**config.mk**
```make
export PLATFORM = sky130hd
export DESIGN_NAME = sel_rr_scheduler_flat
export DESIGN_NICKNAME = d
export VERILOG_FILES = /design/src/rtl/sel_rr_scheduler_if.sv /design/src/rtl/sel_rr_scheduler.sv /design/src/flat_wrapper.sv
export SDC_FILE = /design/constraint.sdc
export NUM_CORES = 1
export LEC_CHECK = 0
export ABC_AREA = 1
export CAP_MARGIN = 30
export CORE_UTILIZATION = 40
export DETAILED_ROUTE_END_ITERATION = 10
export PLACE_DENSITY_LB_ADDON = 0.2
export SLEW_MARGIN = 25
export SYNTH_ARGS = -nofsm -noshare
export SYNTH_HDL_FRONTEND = slang
export SYNTH_SLANG_ARGS = --single-unit
```
**constraint.sdc**
```tcl
create_clock -name clk1 -period 8.6 [get_ports clk1]
set_input_delay 0.86 -clock clk1 [delete_from_list [all_inputs] [get_ports clk1]]
set_output_delay 0.86 -clock clk1 [all_outputs]
set_load 0.05 [all_outputs]
```
**src/rtl/sel_rr_scheduler_if.sv**
```systemverilog
// Request/grant bundle between the requesters and the round-robin
// path scheduler.
interface sel_rr_scheduler_if #(
  parameter int LIMIT = 4
);
  localparam int N = LIMIT * 4;

  logic [N-1:0]     req;
  logic             done;
  logic [LIMIT-1:0] select;
  logic [N-1:0]     path;
  logic             busy;
  logic             timeout;

  modport master (
    output req,
    output done,
    input  select,
    input  path,
    input  busy,
    input  timeout
  );

  modport slave (
    input  req,
    input  done,
    output select,
    output path,
    output busy,
    output timeout
  );
endinterface

```
**src/rtl/sel_rr_scheduler.sv**
```systemverilog
// Round-robin owner scheduler for a shared 4-to-16 path selector.
// Define SEL_HOLD_TIMEOUT_EN to enable the HOLD_MAX ownership limit.
module sel_rr_scheduler #(
  parameter int LIMIT    = 4,
  parameter int HOLD_MAX = 8
) (
  input logic           clk1,
  input logic           rst,
  sel_rr_scheduler_if.slave bus
);
  localparam int N = LIMIT * 4;

  typedef enum logic {
    IDLE,
    OWN
  } state_t;

  if (LIMIT != 4 || HOLD_MAX < 2 || HOLD_MAX > 255) begin : g_bad_cfg
    $error("sel_rr_scheduler: unsupported LIMIT or HOLD_MAX");
  end

  state_t           state;
  state_t           nxt;
  logic [LIMIT-1:0] select;
  logic [LIMIT-1:0] last;
  logic [LIMIT-1:0] win;
  logic [LIMIT-1:0] idx;
  logic [N-1:0]     path;
  logic             timeout;
  logic             found;
  logic             rel;
  logic             tmo_nxt;
  logic             tmo_hit;

`ifdef SEL_HOLD_TIMEOUT_EN
  logic [7:0] hold_cnt;
  assign tmo_hit = (hold_cnt == 8'(HOLD_MAX - 1));
`else
  assign tmo_hit = 1'b0;
`endif

  // Scan from last+1 upward; offset N wraps back to last itself.
  always_comb begin
    win   = '0;
    idx   = '0;
    found = 1'b0;
    for (int k = 1; k <= N; k++) begin
      idx = last + LIMIT'(k);
      if (!found && bus.req[idx]) begin
        win   = idx;
        found = 1'b1;
      end
    end
  end

  always_ff @(posedge clk1 or posedge rst) begin
    if (rst) begin
      state <= IDLE;
    end else begin
      state <= nxt;
    end
  end

  always_comb begin
    nxt     = state;
    rel     = 1'b0;
    tmo_nxt = 1'b0;
    unique case (state)
      IDLE: begin
        if (found) nxt = OWN;
      end
      OWN: begin
        if (bus.done) begin
          rel = 1'b1;
        end else if (!bus.req[select]) begin
          rel = 1'b1;
        end else if (tmo_hit) begin
          rel     = 1'b1;
          tmo_nxt = 1'b1;
        end
        if (rel) nxt = IDLE;
      end
    endcase
  end

  always_comb begin
    bus.busy    = (state == OWN);
    bus.select  = select;
    bus.path    = path;
    bus.timeout = timeout;
  end

  always_ff @(posedge clk1 or posedge rst) begin
    if (rst) begin
      select  <= '0;
      path    <= '0;
      timeout <= 1'b0;
      last    <= '1;
    end else begin
      timeout <= tmo_nxt;
      unique case (state)
        IDLE: begin
          if (found) begin
            select <= win;
            path   <= {{(N-1){1'b0}}, 1'b1} << win;
          end
        end
        OWN: begin
          if (rel) begin
            path <= '0;
            last <= select;
          end
        end
      endcase
    end
  end

`ifdef SEL_HOLD_TIMEOUT_EN
  always_ff @(posedge clk1 or posedge rst) begin
    if (rst) begin
      hold_cnt <= '0;
    end else if (state == IDLE) begin
      hold_cnt <= '0;
    end else if (hold_cnt != 8'hFF) begin
      hold_cnt <= hold_cnt + 8'd1;
    end
  end
`endif
endmodule

```
**src/flat_wrapper.sv**
```systemverilog
// flat-port wrapper written by rule: the top's interface ports become plain ports
module sel_rr_scheduler_flat 
#(
  parameter int LIMIT    = 4,
  parameter int HOLD_MAX = 8
)
  (clk1, rst, bus_req, bus_done, bus_select, bus_path, bus_busy, bus_timeout);
  sel_rr_scheduler_if #(.LIMIT(LIMIT)) bus_i ();
  input logic clk1;
  input logic rst;
  input wire logic [$bits(bus_i.req)-1:0] bus_req;
  input wire logic [$bits(bus_i.done)-1:0] bus_done;
  output wire logic [$bits(bus_i.select)-1:0] bus_select;
  output wire logic [$bits(bus_i.path)-1:0] bus_path;
  output wire logic [$bits(bus_i.busy)-1:0] bus_busy;
  output wire logic [$bits(bus_i.timeout)-1:0] bus_timeout;
  assign bus_i.req = bus_req;
  assign bus_i.done = bus_done;
  assign bus_select = bus_i.select;
  assign bus_path = bus_i.path;
  assign bus_busy = bus_i.busy;
  assign bus_timeout = bus_i.timeout;
  sel_rr_scheduler #(.LIMIT(LIMIT), .HOLD_MAX(HOLD_MAX)) u_core (.clk1(clk1), .rst(rst), .bus(bus_i));
endmodule
```
==> impl_metrics.yaml <==
run_status:
  outcome: "finished clean"
setup_path:
  crit_top_cell: "nand2_1"
  slowest_delay_ps: 770
  worstPathArrival_ps: 4910
  critical_path.top_delay_family: "simple AND/OR/NAND/NOR gates"
  critical_path_buf_inv_count: 3
  worstPathCellList: "inv_1 > ha_1 > inv_1 > nand3_1 > nand3_1 > nand2_1 > nand2_1 > nand2_2 > nor2_4 > nand4_2 > nor3_2 > nand4_1 > clkinv_1 > nand2_1 > o21ai_1 > nand2_1 > nand2_1 > nand2_1 > nand2_1 > nand3_1 > nor2_1 > nand2_1 > nand2_1"
  worstPathRequired_ps: 8810
  path_max_fanout: 19
  crit_path_end_kind: "register"
  cp_slowest_cell: "dfstp_2"
  worst_setup_path_start_kind: "register"
  path_class: "reg2reg"
grt:
  antenna_found_initial: 0
  grt_start_max_net_pins: 26
  overflow: 0
  grt_use_total: 0.252
  grt_pass1_wl_um: 15200
  grt_pass1_vias: 3197
detailed_routing:
  routed.top_layer: "met4"
  viasPerCell: 5.43
  dr.first_iter.drc_count: 272
  wirelength_um: 9260
  drt-met1-wl_um: 4190
  drc: 0
  met2_length_um: 4180
  dr_total_vias: 3484
  firstDrtPassIters: 5
  wire_per_inst_um: 14.4
  antenna_left: 0
  met3_wirelength_um: 575
floorplanning:
  die_h_um: 88.0
  ioPinCount: 41
  initial_core_util: 0.411
  die_area_um2: 7750
  rows: 31
  die_w_um: 88.0
  coreArea_um2: 7210
clock_tree:
  cts_hold_buf: 0
  post_cts_buffers: 0
  cts_buffers: 3
  clock-sinks: 25
  cts_buffer_depth: 2
  cts_tree: "built"
  clock_latency_ps: 270
  htreeDepth: 1
  clk_pin_slew_ps: 90
  ctsResizeCount: 0
  root_buffer: "clkbuf_8"
finish:
  antennaDiodeCount: 0
  drive_gt1_frac: 0.0589
  fillers: 759
  seqCellArea_um2: 631
  multiInputGateArea_um2: 2070
  finish.utilization: 0.481
  area_growth_pct: 17.3
  final_cells: 642
  nNetsFinal: 571
timing:
  max_freq_mhz: 213
  rsz0062_at_grt: "no"
  worst_pin_slew_ps: 650
  maxSlewHeadroom: 0.564
  tns_ps: 0
  setup_viol: 0
  finalMaxSlewViolations: 0
  hold_slack_ps: 491
  fin_skew_ps: 6.14
  fin_crit_ps: 4700
  fin_crit_sh: 0.547
  hold_violations: 0
yosys:
  synth_top_area_frac: 0.251
  ys_seq_area_frac: 0.213
  avgSynthCellArea_um2: 5.78
  yosysMostFrequentCell: "nand2_1"
  synth_ff_type: "dfrtp_1"
  synthArstFlopShare: 1.00
  synth_nets: 539
  netlist_instances: 512
  ys_seq_elements: 25
  synth_area_leaders: "nand2_1 (25%), dfrtp_1 (18%), nand3_1 (18%)"
  synth_cell_type_count: 38
  netlist_top_cells_count: "nand2_1 (198), nand3_1 (105), inv_1 (40), nor2_1 (40), o21ai_0 (22)"
  yosysWarningCount: 0
  synth_edf_count: 0
  syn_area_um2: 2960
  synth_top_area_cell: "nand2_1"
worst_hold_path:
  hold_class: "reg2reg"
place:
  dp.cells: 637
  place_congestion: 0.920
  numPortBuffers: 39
  dp_hpwl_um: 7280
job:
  cap_viol_max_count: 0
==> state kept, by name, indices dropped and copies added, names as in the netlist <==
register           cells
u_core.last            4
u_core.bus.busy        1
u_core.bus.select      4
u_core.bus.path       16
==> final timing paths <==
| kind | start | endpoint | slack (ps) | depth (start not counted) |
|---|---|---|---|---|
| worst max-delay path | u_core.last[1] | u_core.bus.path[1] | 3900 | 23 |
| worst min-delay path | u_core.bus.path[4] | u_core.bus.path[4] | 490 | 2 |
| worst max register to register | u_core.last[1] | u_core.bus.path[1] | 3900 | 23 |
| worst min register to register | u_core.bus.path[4] | u_core.bus.path[4] | 490 | 2 |
| max in group asynchronous | rst | u_core.last[0] | 7310 | 3 |
| min in group asynchronous | rst | u_core.bus.select[0] | 830 | 2 |
==> through the flow <==
stage	setup WS, ps	area, um2
final	3900	3470
after global routing	3310	3470
after CTS	3920	3450
after detailed placement	3950	3400
after global placement	3960	3400
after floorplan	5060	2960
==> per-layer routing <==
metal,up-vias,track usage
li1,1734,-
met1,1592,0.343
met2,134,0.407
met3,24,0.0254
met4,0,0.110
met5,-,0
==> kinds of logic (layout without fill, tap and decap cells) <==
family / Yosys count / in the layout / share of synthesized area
simple gates: 368 / 368 / 0.557
compound gates: 40 / 40 / 0.0824
buf+inv: 62 / 93 / 0.0887
fa+ha+maj: 8 / 8 / 0.0338
flops: 25 / 25 / 0.213
other cells: 1 / 1 / 0.00127
xor+xnor: 8 / 8 / 0.0237
==> cells in the final DEF, fill, tap and decap left out, types with 6 or more instances in the layout <==
cell	synthesis	final
dfrtp_1	21	21
nor2_1	40	40
nand2_1	198	198
xor2_1	7	7
clkdlybuf4s50_1	0	39
nand3_1	105	105
o21ai_0	22	22
inv_1	40	39
inv_2	6	6
ha_1	8	8
nand4_1	8	8
==> worst reg2reg max path: cells and delay by family (launching register included) <==
kind	cells	cell delay, ps
AO/OA/AOI/OAI	1	80
buffers and inverters	3	860
adder cells (fa/ha/maj)	1	550
flip-flops	1	770
AND/OR/NAND/NOR	18	2370
==> cell type report <==
type / instances / share of cell area
Timing Repair Buffer: 40 / 0.120
Tap cell: 99 / 0.0357
Clock inverter: 1 / 0.00216
Sequential cell: 25 / 0.182
Multi-Input combinational cell: 425 / 0.595
Inverter: 49 / 0.0530
Clock buffer: 3 / 0.0119
Power is left out: the tool's default activity adds up to more than one toggle a clock period on the data nets, which glitch-free logic cannot reach.
